$ cat src/rtl/frame_checker_8b.sv
// -----------------------------------------------------------------------------
// frame_checker_8b
//
// Purpose:
//   Hunts a byte stream for frames of the form
//     SYNC_BYTE, LEN (1..255), LEN payload bytes, CHK
//   and forwards the payload bytes one cycle after they are accepted. CHK must
//   equal the modulo-256 sum of LEN and every payload byte. A good checksum
//   gives a one-cycle frame_ok pulse. A bad checksum or a zero LEN gives a
//   one-cycle frame_err pulse. frame_err pulses are counted in a saturating
//   8-bit counter.
//
// Handshake:
//   din_en qualifies din. A byte is accepted on a rising clk edge only when
//   din_en=1. There is no backpressure. On cycles with din_en=0 the state,
//   count and sum hold, and every pulse output (dout_vld, sof, eof, frame_ok,
//   frame_err) is 0 on the following cycle.
//
// Ports:
//   clk        in   single clock, rising edge
//   rst        in   asynchronous, active-low reset
//   din[7:0]   in   byte stream
//   din_en     in   din qualifier
//   dout[7:0]  out  payload byte (registered; holds last payload byte)
//   dout_vld   out  dout valid strobe
//   sof        out  first payload byte of a frame (only with dout_vld)
//   eof        out  last payload byte of a frame (only with dout_vld)
//   frame_ok   out  one-cycle pulse: checksum matched
//   frame_err  out  one-cycle pulse: checksum mismatch or LEN == 0
//   busy       out  high whenever the FSM is not hunting
//   err_cnt    out  number of frame_err pulses, saturating at 255
//   state_dbg  out  current FSM state (0 HUNT, 1 LEN, 2 PAYLOAD, 3 CHECK)
// -----------------------------------------------------------------------------
module frame_checker_8b #(
   parameter logic [7:0] SYNC_BYTE = 8'hA5
) (
   input  logic       clk,
   input  logic       rst,
   input  logic [7:0] din,
   input  logic       din_en,
   output logic [7:0] dout,
   output logic       dout_vld,
   output logic       sof,
   output logic       eof,
   output logic       frame_ok,
   output logic       frame_err,
   output logic       busy,
   output logic [7:0] err_cnt,
   output logic [1:0] state_dbg
);

   typedef enum logic [1:0] {
      S_HUNT    = 2'd0,
      S_LEN     = 2'd1,
      S_PAYLOAD = 2'd2,
      S_CHECK   = 2'd3
   } state_t;

   state_t     state_q, state_d;
   logic [7:0] count_q, count_d;
   logic [7:0] sum_q, sum_d;
   logic       first_q, first_d;
   logic [7:0] dout_q, dout_d;
   logic       dout_vld_q, dout_vld_d;
   logic       sof_q, sof_d;
   logic       eof_q, eof_d;
   logic       frame_ok_q, frame_ok_d;
   logic       frame_err_q, frame_err_d;
   logic       busy_q, busy_d;
   logic [7:0] err_cnt_q, err_cnt_d;

   always_comb begin
      state_d     = state_q;
      count_d     = count_q;
      sum_d       = sum_q;
      first_d     = first_q;
      dout_d      = dout_q;
      dout_vld_d  = 1'b0;
      sof_d       = 1'b0;
      eof_d       = 1'b0;
      frame_ok_d  = 1'b0;
      frame_err_d = 1'b0;

      if (din_en) begin
         case (state_q)
            S_HUNT: begin
               if (din == SYNC_BYTE) begin
                  state_d = S_LEN;
               end
            end
            S_LEN: begin
               // SYNC_BYTE is treated as data here; resync happens only in HUNT.
               if (din == 8'd0) begin
                  frame_err_d = 1'b1;
                  state_d     = S_HUNT;
               end else begin
                  count_d = din;
                  sum_d   = din;
                  first_d = 1'b1;
                  state_d = S_PAYLOAD;
               end
            end
            S_PAYLOAD: begin
               dout_d     = din;
               dout_vld_d = 1'b1;
               sof_d      = first_q;
               eof_d      = (count_q == 8'd1);
               first_d    = 1'b0;
               sum_d      = sum_q + din;
               count_d    = count_q - 8'd1;
               if (count_q == 8'd1) begin
                  state_d = S_CHECK;
               end
            end
            S_CHECK: begin
               frame_ok_d  = (din == sum_q);
               frame_err_d = (din != sum_q);
               state_d     = S_HUNT;
            end
            default: begin
               state_d = S_HUNT;
            end
         endcase
      end

      // busy is registered from the next state so it tracks state_q exactly.
      busy_d = (state_d != S_HUNT);

      err_cnt_d = err_cnt_q;
      if (frame_err_d && (err_cnt_q != 8'hFF)) begin
         err_cnt_d = err_cnt_q + 8'd1;
      end
   end

   always_ff @(posedge clk or negedge rst) begin
      if (!rst) begin
         state_q     <= S_HUNT;
         count_q     <= 8'd0;
         sum_q       <= 8'd0;
         first_q     <= 1'b0;
         dout_q      <= 8'd0;
         dout_vld_q  <= 1'b0;
         sof_q       <= 1'b0;
         eof_q       <= 1'b0;
         frame_ok_q  <= 1'b0;
         frame_err_q <= 1'b0;
         busy_q      <= 1'b0;
         err_cnt_q   <= 8'd0;
      end else begin
         state_q     <= state_d;
         count_q     <= count_d;
         sum_q       <= sum_d;
         first_q     <= first_d;
         dout_q      <= dout_d;
         dout_vld_q  <= dout_vld_d;
         sof_q       <= sof_d;
         eof_q       <= eof_d;
         frame_ok_q  <= frame_ok_d;
         frame_err_q <= frame_err_d;
         busy_q      <= busy_d;
         err_cnt_q   <= err_cnt_d;
      end
   end

   assign dout      = dout_q;
   assign dout_vld  = dout_vld_q;
   assign sof       = sof_q;
   assign eof       = eof_q;
   assign frame_ok  = frame_ok_q;
   assign frame_err = frame_err_q;
   assign busy      = busy_q;
   assign err_cnt   = err_cnt_q;
   assign state_dbg = state_q;

endmodule

$ cat config.mk
export PLATFORM = sky130hd
export DESIGN_NAME = frame_checker_8b
export DESIGN_NICKNAME = d
export VERILOG_FILES = /design/src/rtl/frame_checker_8b.sv
export SDC_FILE = /design/constraint.sdc
export NUM_CORES = 1
export LEC_CHECK = 0
export CAP_MARGIN = 10
export CELL_PAD_IN_SITES_DETAIL_PLACEMENT = 1
export CELL_PAD_IN_SITES_GLOBAL_PLACEMENT = 1
export CORE_MARGIN = 5
export CORE_UTILIZATION = 38
export CTS_BUF_LIST = sky130_fd_sc_hd__clkbuf_8
export DETAILED_ROUTE_END_ITERATION = 6
export PLACE_DENSITY = 0.77
export SLEW_MARGIN = 20
export SYNTH_ARGS = -nofsm -noshare
export SYNTH_HDL_FRONTEND = slang
export SYNTH_SLANG_ARGS = --single-unit
$ cat constraint.sdc
create_clock -name clk -period 2.4 [get_ports clk]
set_input_delay 0.24 -clock clk [delete_from_list [all_inputs] [get_ports clk]]
set_output_delay 0.24 -clock clk [all_outputs]
set_load 0.1 [all_outputs]
; ---- Word-level counts from Yosys, hierarchy flattened
; Index checks and enable logic that the tools add are counted.
[classes]
n_mux = 21
addsub = 3
n_reduce_logical = 7
n_eq_ne = 9
[ops]
columns = operator, count
row1 = $pmux 8 s2, 2
row2 = $mux 1, 11
row3 = $add 8x1->8 const B, 1
row4 = $add 8x8->8, 1
row5 = $eq 8x1->1 const B, 1
row6 = $eq 8x8->1, 1
row7 = $eq 8x8->1 const B, 1
row8 = $logic_not 8->1, 1
row9 = $mux 2, 4
row10 = $mux 8, 1
row11 = $ne 8x8->1, 1
row12 = $ne 8x8->1 const B, 1
row13 = $pmux 2 s4, 1
row14 = $sub 8x1->8 const B, 1
row15 = $eq 2x2->1 const B, 2
row16 = $pmux 1 s2, 2
row17 = $reduce_bool 2->1, 2
row18 = $reduce_and 3->1, 1
row19 = $eq 2x1->1 const B, 1
row20 = $logic_not 2->1, 1
row21 = $ne 2x2->1 const B, 1
row22 = $reduce_and 2->1, 1
row23 = $logic_and 1x1->1, 1
[totals]
input_bits = 11
wordCells = 52
ff_bits = 41

; ---- Depth between registers and ports, before layout
; Gate-level depths: netlist (run 1).
[logic_depth]
depth_word = 5
depth_mapped = 8

; ---- Least setup slack after synthesis (run 1)
; OpenSTA, ideal clock, no wires.
[synth_path]
kind = reg-to-reg
startpoint = reg state_q[1] (netlist: state_dbg[1])
endpoint = reg err_cnt_q[1] (netlist: err_cnt[1])
path_buffers = 1
setup_ns = 0.126
setup_slack_ns = 0.219
required_time_ns = 2.274
arrival_ns = 2.055
stages_incl_launch_ff = 6
period_less_slack_ns = 2.181
cell_sequence = dfrtp_1 buf_2 inv_1 o21ai_4 and3_1 mux2_2
[synth_via]
elab_chain_len = 4
[synth_rtl]
columns = item, line
row1 = from (decl), 59  ; state_t state_q, state_d;
row2 = from (signal assigned), 150  ; state_q <= state_d;
row3 = $eq 2x2->1 or $eq 2x1->1 (tied branches), 85  ; case (state_q)
row4 = $pmux 1 s2 *, 85
row5 = $mux 1 *, 84  ; if (din_en) begin
row6 = $logic_and 1x1->1 *, 130  ; if (frame_err_d && (err_cnt_q != 8'hFF)) begin
row7 = to (signal assigned), 161  ; err_cnt_q <= err_cnt_d;
row8 = to (decl), 70  ; logic [7:0] err_cnt_q, err_cnt_d;
; Every way passes the cells marked *; elsewhere a longest branch is shown, timed or not.
; A chain may end at the register's enable or synchronous reset.

; ---- Worst setup path after layout (run 1)
[layout_path]
startpoint = in din[1]
endpoint = reg sum_q[7]
[layout_via]
elab_chain_len = 3
[layout_rtl]
columns = item, line
row1 = from (decl), 39  ; input logic [7:0] din,
row2 = "parallel branches: the longest is 3 deep, another holds $add 8x8->8", --
row3 = to (signal assigned), 152  ; sum_q <= sum_d;
row4 = to (decl), 61  ; logic [7:0] sum_q, sum_d;
; Several ways; the timed one is not identified.

==> flow_summary.toml, run 1 <==
[outcome]
outcome = "complete, no violations"

[setup_path]
cp-start-kind = "input port"
required_ns = 2.58
arrival_ns = 2.30
setup.worst_path.class = "in -> reg"
r2r_start = "sum_q[1]$_DFFE_PN0P_"
crit_path_end_kind = "flip-flop"
worstPathMaxFanout = 4
reg2reg_depth = 6
regToRegEndpoint = "sum_q[7]$_DFFE_PN0P_"
rrSetupSlack_ns = 0.32

[clocking]
cts-htree-levels = 2
max-clock-path-buffers = 2
clk_latency_ns = 0.29
ctsHoldBuffers = 0
numCtsBuffers = 5
cts_tree = "built"
cts_num_sinks = 41
path_clk_slew_ns = 0.08
cts_setup_buffers = 0
root_buffer = "clkbuf_8"
ctsResizeCount = 0

[route]
drc = 0
viasPerCell = 5.639
wirelength_mm = 6.264
first_pass_iters = 4
wl_per_cell_um = 17.55
dr_total_vias = 2013
drtIter0Drc = 63
final_antenna_net_count = 0

[finish]
diodes = 0
synthToLayoutAreaGrowth_pct = 22.95
drive_above_1_share_pct = 22.70
final_area_mm2 = 0.002889
nFillCells = 686
nets = 304

[timing]
fmax_ghz = 0.4716
final_hold_viol_count = 0
setup_viol = 0
tightest_slew_ns = 0.9440
fin_crit_ns = 2.120
finalSetupTns_ns = 0
period_share_pct = 88.35
clock_skew_ns = 0.005043
grt_setup_unrepaired = "no"
timing.slew.headroom_pct = 37.07
slew_violations = 0

[synth]
yosysWarnings = 0
synth_ff_type = "dfrtp_1"
synth_edf_count = 0
syn_area_mm2 = 0.002350
ys_seq_area_share_pct = 43.66
synth.avg_cell_area_um2 = 9.957
ys_seq_elements = 41
synthCells = 236
async_flop_share_pct = 100.0
synth_top_family_by_area = "simple AND/OR/NAND/NOR gates"
synth_compound_area_share_pct = 17.52
synthSimpleGateAreaFrac_pct = 20.18
synth_xor_area_share_pct = 3.355
synthesis.nets = 258
synth_mux_area_share_pct = 5.165
synthAdderAreaFrac_pct = 6.177
synth.distinct_cells = 49

[floorplan]
num_rows = 28
dieHeight_um = 88.64
fp.dieArea_mm2 = 0.007856
start_util_pct = 39.45
num_io_pins = 35
die_x_um = 88.64
coreArea_mm2 = 0.005956

[hold_path]
hold_path.class = "in -> async"

[global_routing]
grt_use_total_pct = 17.58
overflow = 0
grt_pass1_wl_mm = 10.76
grt_pass1_vias = 2151
antenna_found_initial = 0
grt_max_degree = 42

[job]
max-cap-violations = 0

[power_and_ir_drop]
power_leakage_uw = 0.001309
ir_worst_vdd_uv = 893.3
powerDensity_mw_per_mm2 = 1195

[placed_design]
io_buffers = 34
placed_area_mm2 = 0.002785
place_congestion = 0.8692
dp_hpwl_mm = 4.678
==> metal layers <==
layer	global-route usage, %	vias to the layer above	part of all wire [%]
met5	0	-	0
met4	5.632	0	1.9
met3	3.352	11	3.8
met2	29.82	41	49
met1	22.55	1016	45
li1	-	945	-
==> how the worst max path moves through the flow <==
stage	cells after the start	end	slack, ns	start
detailed placement	7	sum_q[7]$_DFFE_PN0P_	0.008	din[1]
CTS	7	sum_q[7]$_DFFE_PN0P_	0.33	din[1]
floorplan	5	err_cnt[1]$_DFFE_PN0P_	0.22	state_dbg[1]$_DFF_PN0_
finish	7	sum_q[7]$_DFFE_PN0P_	0.28	din[1]
global placement	7	sum_q[7]$_DFFE_PN0P_	0.03	din[1]
global route	9	sum_q[6]$_DFFE_PN0P_	0.19	din[0]
==> metrics by stage <==
| step | instances | total power, uW | hold slack, ns | util [%] | worst slack (ns) |
|---|---|---|---|---|---|
| 3_3_place_gp | 350 | 2856 | 0.4377 | 46.76 | 0.02985 |
| 4_1_cts | 357 | 3490 | 0.1163 | 48.51 | 0.3279 |
| 5_1_grt | 357 | 3672 | 0.1638 | 48.51 | 0.1905 |
| 6_report | 357 | 3453 | 0.08381 | 48.51 | 0.2797 |
| 3_5_place_dp | 350 | 2920 | 0.4438 | 46.76 | 0.007824 |
| 2_1_floorplan | 236 | 2434 | -0.05559 | - | 0.2191 |
==> state kept, by name (all words and copies together), names as in the netlist, 2 cells and up <==
signal	count
err_cnt	8
count_q	8
state_dbg	2
dout	8
sum_q	8
==> layout make-up <==
cell class	instances	area, um2	area share, %
clock inverter	2	35.03	1.213
timing repair buffer	48	392.9	13.60
multi-input combinational	175	1231	42.62
tap	75	93.84	3.248
sequential	41	1026	35.51
clock buffer	5	68.82	2.382
inverter	11	41.29	1.429
==> report_power, final <==
group          switching [uW]  internal [uW]  leakage [uW]  total, uW
sequential                193            914      0.000522       1110
clock                     238            302     0.0000540        541
combinational            1230            575      0.000733       1810
total                    1660           1790       0.00131       3450
==> synthesized netlist by cell type, types with 2 or more instances <==
cell type | number | area share [%]
a211oi_1 | 5 | 1.6
a21o_1 | 4 | 1.3
a21oi_1 | 15 | 3.2
a31oi_1 | 5 | 1.3
and2_1 | 4 | 1.1
and3_1 | 5 | 1.3
and4_1 | 2 | 0.75
buf_2 | 2 | 0.43
buf_4 | 4 | 1.3
clkbuf_1 | 2 | 0.32
dfrtp_1 | 41 | 44
ha_1 | 10 | 5.3
inv_1 | 11 | 1.8
mux2_2 | 9 | 4.3
mux2i_1 | 2 | 0.85
nand2_1 | 17 | 2.7
nand2b_1 | 8 | 2.1
nand3_1 | 5 | 1.1
nand4_1 | 4 | 1.1
nor2_1 | 16 | 2.6
nor2b_1 | 2 | 0.53
nor3_1 | 3 | 0.64
nor3b_1 | 2 | 0.64
nor4_1 | 2 | 0.53
nor4_4 | 2 | 1.8
o211ai_1 | 4 | 1.3
o21ai_0 | 19 | 4.0
o22a_1 | 2 | 0.75
or3_4 | 2 | 0.96
xnor2_1 | 6 | 2.2
xor2_1 | 3 | 1.1
==> cells in the final DEF, fill, tap and decap left out, types with 5 or more instances in the layout <==
cell             synthesis  layout
a211oi_1                 5       5
a21oi_1                 15      15
a31oi_1                  5       5
and3_1                   5       5
buf_4                    4      37
clkbuf_8                 0       5
clkdlybuf4s50_1          0       9
dfrtp_1                 41      41
ha_1                    10      10
inv_1                   11      11
mux2_2                   9       9
nand2_1                 17      17
nand2b_1                 8       8
nand3_1                  5       5
nor2_1                  16      16
o21ai_0                 19      19
xnor2_1                  6       6
==> kinds of logic (layout without fill, tap and decap cells) <==
| family | after synthesis | after routing |
|---|---|---|
| flip-flops | 41 | 41 |
| adder cells (fa/ha/maj) | 11 | 11 |
| multiplexers | 11 | 11 |
| AO/OA/AOI/OAI | 64 | 64 |
| buffers and inverters | 20 | 66 |
| XOR/XNOR | 9 | 9 |
| AND/OR/NAND/NOR | 80 | 80 |
==> worst max-delay path, stage by stage <==
cell and delay, ns:
clkdlybuf4s50_1 0.46, ha_1 0.36, a211oi_1 0.35, o211ai_1 0.16, a21oi_1 0.28, xor2_1 0.11, o311a_1 0.34
Note: power is estimated with default switching activity, not from simulation.
==> inputs of run 2 (changes only) <==
MAX_ROUTING_LAYER = met4   (was default)
==> run 2 against run 1 <==
Worst hold slack worse by 0.00079 ns. Register-to-register slack hardly changed. First-iteration DRC count increased by 19%. Critical endpoint unchanged.
==> flow_summary.toml, run 2 (same netlist as run 1, synthesis figures left out) <==
[outcome]
outcome = "complete, no violations"

[power_and_ir_drop]
pwr-share-comb_pct = 52.3
clock_power_share_pct = 15.6
swShare_pct = 48.12
p_switching_uw = 1661
pwr-share-seq_pct = 32.1
ir_worst_vdd_uv = 894.3
power_leakage_uw = 0.001309
powerDensity_mw_per_mm2 = 1195
p_int_uw = 1791

[timing]
setup_viol = 0
timing.slew.headroom_pct = 37.69
grt_setup_unrepaired = "no"
fin_ws_ns = 0.2802
finalSetupTns_ns = 0
fmax_ghz = 0.4718
tightest_slew_ns = 0.9346
clock_skew_ns = 0.005870
final_hold_viol_count = 0
hold_slack_ns = 0.08301
fin_crit_ns = 2.120
slew_violations = 0
period_share_pct = 88.32

[floorplan]
num_rows = 28
die_x_um = 88.64
num_io_pins = 35
dieHeight_um = 88.64
fp.dieArea_mm2 = 0.007856
coreArea_mm2 = 0.005956
start_util_pct = 39.45

[clocking]
max-clock-path-buffers = 2
numCtsBuffers = 5
path_clk_slew_ns = 0.08
ctsResizeCount = 0
ctsHoldBuffers = 0
cts-htree-levels = 2
cts_tree = "built"
cts_setup_buffers = 0
cts_num_sinks = 41
root_buffer = "clkbuf_8"
clk_latency_ns = 0.29

[finish]
final_common_cell = "dfrtp_1"
drive_above_1_share_pct = 22.70
diodes = 0
final_cell_mix = "dfrtp_1 (41), buf_4 (37), o21ai_0 (19)"
nFillCells = 686
fin_cells = 357
nets = 304
synthToLayoutAreaGrowth_pct = 22.95

[setup_path]
required_ns = 2.58
worstPathMaxFanout = 4
cp_slowest_cell = "clkdlybuf4s50_1"
arrival_ns = 2.30
cp_slowest_stage_delay_ns = 0.46
setup.worst_path.class = "in -> reg"
crit_path_end_kind = "flip-flop"
critical_path.top_delay_family = "compound AO/OA/AOI/OAI gates"
path_buf_inv = 1
cp-start-kind = "input port"
worstPathCellList = "clkdlybuf4s50_1 -> ha_1 -> a211oi_1 -> o211ai_1 -> a21oi_1 -> xor2_1 -> o311a_1"

[route]
viasPerCell = 5.672
wl_met2_mm = 3.091
drtIter0Drc = 75
met1Wirelength_mm = 2.874
top_layer = "met4"
drc = 0
wl_per_cell_um = 17.53
first_pass_iters = 4
dr_total_vias = 2025
met3_length_um = 183
wirelength_mm = 6.259
final_antenna_net_count = 0

[global_routing]
grt_pass1_wl_mm = 10.77
overflow = 0
grt_pass1_vias = 2145
antenna_found_initial = 0
grt_use_total_pct = 18.16
grt_max_degree = 42

[hold_path]
hold_path.class = "in -> async"

[placed_design]
pre_cts_ws_ns = 0.007824
dp_hpwl_mm = 4.678
place_inst = 350
io_buffers = 34
place_congestion = 0.8834

[job]
max-cap-violations = 0
-- run 2: metrics by stage --
step / utilization, % / power (uW) / cell area, um2
floorplan: - / 2434 / 2350
global placement: 46.76 / 2856 / 2785
detailed placement: 46.76 / 2920 / 2785
CTS: 48.51 / 3490 / 2889
global route: 48.51 / 3671 / 2889
finish: 48.51 / 3451 / 2889
-- run 2: layout make-up --
| class | count | area, um2 | area share, % |
|---|---|---|---|
| Multi-Input combinational cell | 175 | 1231 | 42.62 |
| Timing Repair Buffer | 48 | 392.9 | 13.60 |
| Sequential cell | 41 | 1026 | 35.51 |
| Clock buffer | 5 | 68.82 | 2.382 |
| Clock inverter | 2 | 35.03 | 1.213 |
| Inverter | 11 | 41.29 | 1.429 |
| Tap cell | 75 | 93.84 | 3.248 |
-- run 2: power groups by stage --
stage / logic (uW) / clock network [uW] / registers [uW]
global placement: 1750 / 0 / 1110
CTS: 1820 / 564 / 1110
floorplan: 742 / 0 / 1690
finish: 1810 / 540 / 1110
detailed placement: 1800 / 0 / 1120
global route: 1940 / 586 / 1150
-- run 2: path summary, 6_finish.rpt --
kind,from,slack (ns),cells after the start,endpoint
worst max-delay path,din[1],0.28,7,sum_q[7]$_DFFE_PN0P_
worst min-delay path,rst,0.08,1,dout[1]$_DFFE_PN0P_
worst max register to register,sum_q[1]$_DFFE_PN0P_,0.32,6,sum_q[7]$_DFFE_PN0P_
worst min register to register,sum_q[5]$_DFFE_PN0P_,0.49,2,sum_q[5]$_DFFE_PN0P_
max in group asynchronous,rst,1.73,1,count_q[7]$_DFFE_PN0P_
min in group clk,sum_q[5]$_DFFE_PN0P_,0.49,2,sum_q[5]$_DFFE_PN0P_
-- run 2: worst register-to-register path, stage by stage, from the launching register on --
cell and delay (ns):
dfrtp_1 0.41, ha_1 0.33, a211oi_1 0.35, o211ai_1 0.16, a21oi_1 0.28, xor2_1 0.11
o311a_1 0.34
-- run 2: per-layer routing --
layer	global-route usage (%)	up-vias
met5	-	-
li1	-	949
met2	29.69	33
met3	2.980	10
met1	23.01	1033
met4	5.632	0
